<file path="config.mk">
export PLATFORM = sky130hd
export DESIGN_NAME = xup_debounce_toggle_gen
export DESIGN_NICKNAME = d
export VERILOG_FILES = /design/src/rtl/xup_debounce_toggle_gen.sv
export SDC_FILE = /design/constraint.sdc
export NUM_CORES = 1
export LEC_CHECK = 0
export BUFFER_PORTS_ARGS = -buffer_cell sky130_fd_sc_hd__buf_2
export CAP_MARGIN = 10
export CORE_MARGIN = 10
export CORE_UTILIZATION = 37
export DETAILED_ROUTE_END_ITERATION = 8
export MAX_ROUTING_LAYER = met4
export PLACE_DENSITY_LB_ADDON = 0.25
export SETUP_SLACK_MARGIN = 0.1
export SLEW_MARGIN = 10
export SYNTH_ARGS = -nofsm -noshare
export SYNTH_HDL_FRONTEND = slang
export SYNTH_SLANG_ARGS = --single-unit
</file>
<file path="constraint.sdc">
create_clock -name clk -period 3 [get_ports clk]
set_clock_uncertainty 0.05 [all_clocks]
set_input_delay 0 -clock clk [delete_from_list [all_inputs] [get_ports clk]]
set_output_delay 0 -clock clk [all_outputs]
set_load 0.02 [all_outputs]
</file>
<file path="src/rtl/xup_debounce_toggle_gen.sv">
// xup_debounce_toggle_gen
// -----------------------------------------------------------------------------
// Front end for the vector T flip-flop. Each raw pushbutton bit is passed
// through a 2-flop synchronizer and then debounced. A bit's debounced level
// changes only after STABLE consecutive identical samples, with one sample
// taken every TICK_DIV clk cycles. Each debounced rise (0 -> 1) produces a
// single-cycle pulse on t, so one clean press toggles one downstream bit once.
// en is high in exactly the cycles where t is nonzero.
//
// Optional build macro: XUP_TOGGLE_AUTOREPEAT_EN
//   When defined, a button that stays pressed issues another pulse every
//   REPEAT ticks, until its debounced level falls.
//   When undefined, each debounced press produces exactly one pulse.
//
// Parameters:
//   SIZE     vector width (matches downstream T-FF)
//   DELAY    output delay in ns for timing models; this RTL uses zero delay
//   TICK_DIV clk cycles per debounce sample tick (>= 1)
//   STABLE   identical samples needed to change db (>= 2)
//   REPEAT   ticks between auto-repeat pulses (>= 1, optional feature only)
//
// Ports:
//   clk    in   system clock, rising edge
//   reset  in   synchronous, active-high; has priority over everything
//   btn    in   [SIZE] raw asynchronous button levels, active-high
//   t      out  [SIZE] registered toggle pulses
//   en     out  registered, high when t != 0
//   db     out  [SIZE] registered debounced level
// -----------------------------------------------------------------------------
module xup_debounce_toggle_gen #(
    parameter int SIZE     = 8,
    parameter int DELAY    = 3,
    parameter int TICK_DIV = 1000,
    parameter int STABLE   = 4,
    parameter int REPEAT   = 50
) (
    input  logic            clk,
    input  logic            reset,
    input  logic [SIZE-1:0] btn,
    output logic [SIZE-1:0] t,
    output logic            en,
    output logic [SIZE-1:0] db
);

    // Elaboration-time parameter sanity check; never part of the hardware.
    if (TICK_DIV < 1 || STABLE < 2 || REPEAT < 1 || DELAY < 0) begin : g_bad_params
        $error("xup_debounce_toggle_gen: illegal parameter combination");
    end

    localparam int CW = (TICK_DIV > 1) ? $clog2(TICK_DIV) : 1;

    logic [CW-1:0]     pre_cnt;
    logic              tick;
    logic [SIZE-1:0]   sa;          // first synchronizer stage
    logic [SIZE-1:0]   sb;          // second synchronizer stage
    logic [STABLE-1:0] hist       [SIZE];
    logic [STABLE-1:0] hist_shift [SIZE];
    logic [SIZE-1:0]   db_next;
    logic [SIZE-1:0]   db_d;        // db one cycle late, for rise detection
    logic [SIZE-1:0]   rep_fire;
    logic [SIZE-1:0]   t_next;

    // Prescaler: tick is high for the single cycle where the count is at
    // its top value. With TICK_DIV = 1 the counter stays at 0 and tick is
    // high every cycle.
    assign tick = (pre_cnt == CW'(TICK_DIV - 1));

    always_ff @(posedge clk) begin
        if (reset || tick) begin
            pre_cnt <= '0;
        end else begin
            pre_cnt <= pre_cnt + 1'b1;
        end
    end

    // History after this tick's shift. db is updated from this value, so
    // db changes on the same edge that stores the final sample of a run.
    always_comb begin
        db_next = db;
        for (int i = 0; i < SIZE; i++) begin
            hist_shift[i] = {hist[i][STABLE-2:0], sb[i]};
            if (tick) begin
                if (&hist_shift[i]) begin
                    db_next[i] = 1'b1;
                end else if (~|hist_shift[i]) begin
                    db_next[i] = 1'b0;
                end
            end
        end
    end

    // A pulse is issued the cycle after db rises, or when an auto-repeat fires.
    assign t_next = (db & ~db_d) | rep_fire;

    always_ff @(posedge clk) begin
        if (reset) begin
            sa   <= '0;
            sb   <= '0;
            db   <= '0;
            db_d <= '0;
            t    <= '0;
            en   <= 1'b0;
            for (int i = 0; i < SIZE; i++) begin
                hist[i] <= '0;
            end
        end else begin
            sa   <= btn;
            sb   <= sa;
            db   <= db_next;
            db_d <= db;
            t    <= t_next;
            en   <= |t_next;
            if (tick) begin
                for (int i = 0; i < SIZE; i++) begin
                    hist[i] <= hist_shift[i];
                end
            end
        end
    end

`ifdef XUP_TOGGLE_AUTOREPEAT_EN
    localparam int RW = (REPEAT > 1) ? $clog2(REPEAT) : 1;

    logic [RW-1:0] rep_cnt [SIZE];

    // The counter is held at 0 while db is low. It is also held at 0 on the
    // edge where db rises, because db is still 0 on that edge, and on the
    // edge where db falls. While db stays high, the counter counts ticks.
    // Reaching REPEAT-1 arms a pulse for the next tick, so repeats are
    // REPEAT ticks apart. rep_fire lasts one cycle and then feeds t_next.
    always_ff @(posedge clk) begin
        if (reset) begin
            rep_fire <= '0;
            for (int i = 0; i < SIZE; i++) begin
                rep_cnt[i] <= '0;
            end
        end else begin
            rep_fire <= '0;
            for (int i = 0; i < SIZE; i++) begin
                if (!db[i] || !db_next[i]) begin
                    rep_cnt[i] <= '0;
                end else if (tick) begin
                    if (rep_cnt[i] == RW'(REPEAT - 1)) begin
                        rep_cnt[i]  <= '0;
                        rep_fire[i] <= 1'b1;
                    end else begin
                        rep_cnt[i] <= rep_cnt[i] + 1'b1;
                    end
                end
            end
        end
    end
`else
    assign rep_fire = '0;
`endif

endmodule

</file>
# [Word level (Yosys, flattened, before mapping)]
# Memories as Yosys holds them, arrays and structs flattened.
# Index checks and enable logic that the tools add are counted.
[word_totals] latchBits=0 mem_bits_rw=32 word_cells=90 input_bits=10 memories=1 ff_bits=51 output_inout_bits=17 rom_bits=0
[memory_table] memory="hist" depth=8 word_bits=4 rd=8 rd_ports_with_merged_regs=0 wr=8 line_no="56" rtl="logic [STABLE-1:0] hist [SIZE];"
[classes] n_lt_le_gt_ge=0 n_addsub=1 eq_ne=9 div_mod_pow=0 muxes=29 n_mul=0 shift=0 n_reduce_logical=26 n_bitwise=10
[op_table] cell="4-bit two-way mux" count=8
[op_table] cell="4-bit AND reduction" count=8
[op_table] cell="4-bit OR reduction" count=8
[op_table] cell="1-bit two-way mux" count=21
[op_table] cell="2-bit inequality test (second input constant)" count=8
[op_table] cell="2-bit AND reduction" count=8
[op_table] cell="10-bit by 1-bit adder with 10-bit output (second input constant)" count=1
[op_table] cell="10-bit == test (second input constant)" count=1
[op_table] cell="8-bit AND" count=1
[op_table] cell="8-bit inverter" count=1
[op_table] cell="1-bit OR" count=8
[op_table] cell="8-bit OR reduction" count=1
[op_table] cell="1-bit logical OR" count=1

# [Longest topological paths before layout]
[depth] ltp_word=5 mapped_depth=6 mapped_depth_nobuf=4

# [Least setup slack after synthesis]
# OpenSTA, ideal clock, no wires.
[synth_timing] path_kind="reg-to-reg" from="register pre_cnt[0]" to="memory hist[0][0] (enable)" path_stages_with_launch=5 path_buffers=1 setup_time_ps=394 required_ps=2556 path_slack_ps=786 synth_period_minus_slack_ps=2214 t_arrival_ps=1769 cell_sequence="dfxtp_1 -> ha_1 -> nand4_2 -> buf_4 -> o31ai_4"
[synth_lines] element="from (decl)" line_no="52" rtl="logic [CW-1:0] pre_cnt;"
[synth_lines] element="from (signal assigned)" line_no="72" rtl="pre_cnt <= pre_cnt + 1'b1;"
[synth_lines] element="to (decl)" line_no="56"

==> impl_results.md <==
- Status: completed
- Slew Limit Fails: 0
- LEAKAGE: 1.21 nW
- Pwr dens: 635 nW/um^2
- Final ANT Viol Nets: 0
- Port bufs: 26
- Register area share after synthesis: 0.636
- Number of global-route vias before repair: approximately 1.6k
- Cells after synthesis: around 230
- DR pass1 iterations: 4
- Leading cell type in the layout, fill and taps excluded: dfxtp_1
- Initial Util: 0.379
- Inst Count DP: 342
- DR WL/cell: 12.8 um
- Fin cells: 366
- Hold Crit Depth: 2
- Die width: 106 um
- Layout cell share with drive strength beyond 1: 0.184
- Fin crit share: 0.657
- HP Class: input pin to flop
- Area Overhead vs Synth: 19.8%
- Initial detailed-routing violation count: 61
- Critical Path RT: 3160 ps
- Final setup TNS: 0 ps
- Asr flop ratio synth: 0
- Clock Latency Late Sink: 340 ps
- Top_reg_cell synth: dfxtp_1
- R2R cell count: 5
- Nature of the critical path startpoint: flop
- Final HPWL DP: between 3 and 4 mm
- Residual DRC: 0
- Synthesized flop and latch total: 75
- Hold Vio Cnt, Final: 0
- Worst Max-Slew Pin Slew: approximately 770 ps
- Initial antenna violation count: 0
- Setup repair after global routing missed its margin: no
- Routed vias/inst: 4.71
- Yosys warning total: 0
- CTS buffer count: 9
- Core area: 7210 um^2
- Post-synth cell types: 31
- CTS tree: built
- Crit end category: flop
- Max VDD drop: 0.000274 V
- Post-synth EDFFs: 24
- Area of the die: roughly 11000 um^2
- Root Driver: clkbuf_8
- Tmin final: between 1500 and 2000 ps
- # diodes: 0
- First-pass GRT wire length: between 7 and 8 mm
- Largest net degree at the start of global routing: 43
- Ports: 27
- Crit Path Max Fanout: 20
- Final setup viols: 0
- Post-Syn Area: roughly 2700 um^2
- CTS Buffer Depth: 2
- Min-delay src: reset
- Rel. slew slack: 0.485
- Worst EP arrival: 2130 ps
- Fin util: 0.455
- Post-synth net total: between 200 and 250
- Total GRT Usage: 0.0909
- CP Class: flop to flop
- Via Count: between 1.5k and 2k
- Clk sinks: 75
- Clk pin slew, worst setup/hold paths: 70 ps
- Final wirelength: roughly 4.7 mm
- Fin nets: 273
- Grt ovf: 0
- R2R setup slack: 1030 ps
- Fmax: 0.508 GHz
- Commonest non-fill, non-tap cells in the layout: dfxtp_1, nor2b_1, buf_2
- Post-Syn Area per Cell: 12.2 um^2
- Die Ht: 106 um
- Placer Congestion: 0.759
- Worst hold endpoint: pre_cnt[2]$_SDFF_PP0_
- Max Cap Viol: 0
- RR Startpoint: pre_cnt[0]$_SDFF_PP0_
- CTS H-tree depth: 3
- # rows: 31
- Reg2reg end: hist[0][6]$_SDFFCE_PN0P_
## power breakdown
group	leakage [nW]	internal, W	total, W	switching (W)
registers	0.648	0.00108	0.00109	0.0000166
clock network	0.123	0.000576	0.000939	0.000362
logic	0.441	0.0000254	0.0000524	0.0000271
## routing by layer
| layer | vias up | global-route usage | routed length (um) |
|---|---|---|---|
| li1 | 886 | - | - |
| met4 | 0 | 0.0580 | 126 |
| met5 | - | - | 0 |
| met2 | 33 | 0.122 | 1840 |
| met3 | 12 | 0.0290 | 189 |
| met1 | 792 | 0.115 | 2520 |
## worst max-delay path: stages (launching register included)
cell and delay [ps]:
dfxtp_1 350, ha_1 260, nand4_2 90, buf_4 220, nor4_4 640, and2_1 220
## sequential cells by signal (all words and copies together), names as in the netlist
register and count:
hist 24, pre_cnt 10, db 8, db_d 8, sa 8, sb 8, t 8, en 1
## logic make-up (layout without fill, tap and decap cells)
group | count (synthesis) | after routing | share of synthesized area
simple gates | 97 | 97 | 0.225
compound gates | 31 | 31 | 0.0919
xor+xnor | 3 | 3 | 0.00960
buf+inv | 18 | 60 | 0.0325
flops | 75 | 75 | 0.636
fa+ha+maj | 1 | 1 | 0.00457
## area by class of cell
| class | count | area (um^2) |
|---|---|---|
| clock buffers | 10 | 138 |
| inverters | 7 | 26.3 |
| well taps | 99 | 124 |
| multi-input cells | 132 | 907 |
| clock inverters | 6 | 111 |
| flip-flops and latches | 75 | 1740 |
| fillers | 688 | 3930 |
| repair buffers | 37 | 233 |
## metrics by stage
| stage | setup slack (ps) | total power [W] | hold slack [ps] | area, um^2 |
|---|---|---|---|---|
| after floorplan | 786 | 0.00114 | 40.4 | 2740 |
| after global placement | 1110 | 0.00116 | 160 | 2950 |
| after detailed placement | 1030 | 0.00116 | 162 | 2950 |
| after CTS | 1010 | 0.00211 | 185 | 3280 |
| after global routing | 842 | 0.00216 | 217 | 3280 |
| final | 1030 | 0.00208 | 179 | 3280 |
## worst max-delay path by stage
stage / end / start / slack, ps
after global placement: hist[1][4]$_SDFFCE_PN0P_ / pre_cnt[0]$_SDFF_PP0_ / 1110
after detailed placement: hist[0][9]$_SDFFCE_PN0P_ / pre_cnt[0]$_SDFF_PP0_ / 1030
after floorplan: hist[0][0]$_SDFFCE_PN0P_ / pre_cnt[0]$_SDFF_PP0_ / 790
after global routing: hist[1][5]$_SDFFCE_PN0P_ / pre_cnt[0]$_SDFF_PP0_ / 840
after CTS: hist[0][6]$_SDFFCE_PN0P_ / pre_cnt[0]$_SDFF_PP0_ / 1010
final: hist[0][6]$_SDFFCE_PN0P_ / pre_cnt[0]$_SDFF_PP0_ / 1030
## cells in the mapped netlist (2+ instances only)
library cell | n | area [um^2]
a21oi_1 | 5 | 25.0
a22oi_1 | 2 | 15.0
and2_1 | 23 | 144
buf_2 | 2 | 10.0
buf_4 | 3 | 22.5
clkbuf_1 | 5 | 18.8
dfxtp_1 | 51 | 1020
edfxtp_1 | 24 | 721
inv_1 | 7 | 26.3
nand2_1 | 3 | 11.3
nand3_1 | 4 | 20.0
nand4_1 | 9 | 56.3
nor2_1 | 5 | 18.8
nor2b_1 | 36 | 225
o21ai_0 | 4 | 20.0
o41ai_1 | 15 | 131
or3_1 | 4 | 25.0
or4_1 | 9 | 67.6
xor2_1 | 2 | 17.5
## what timing repair did
item	CTS	global route
hold endpoints to repair	8	0
hold buffers	8	0
resized for setup	0	0
buffers inserted	0	0
(Power assumes the default switching activity.)
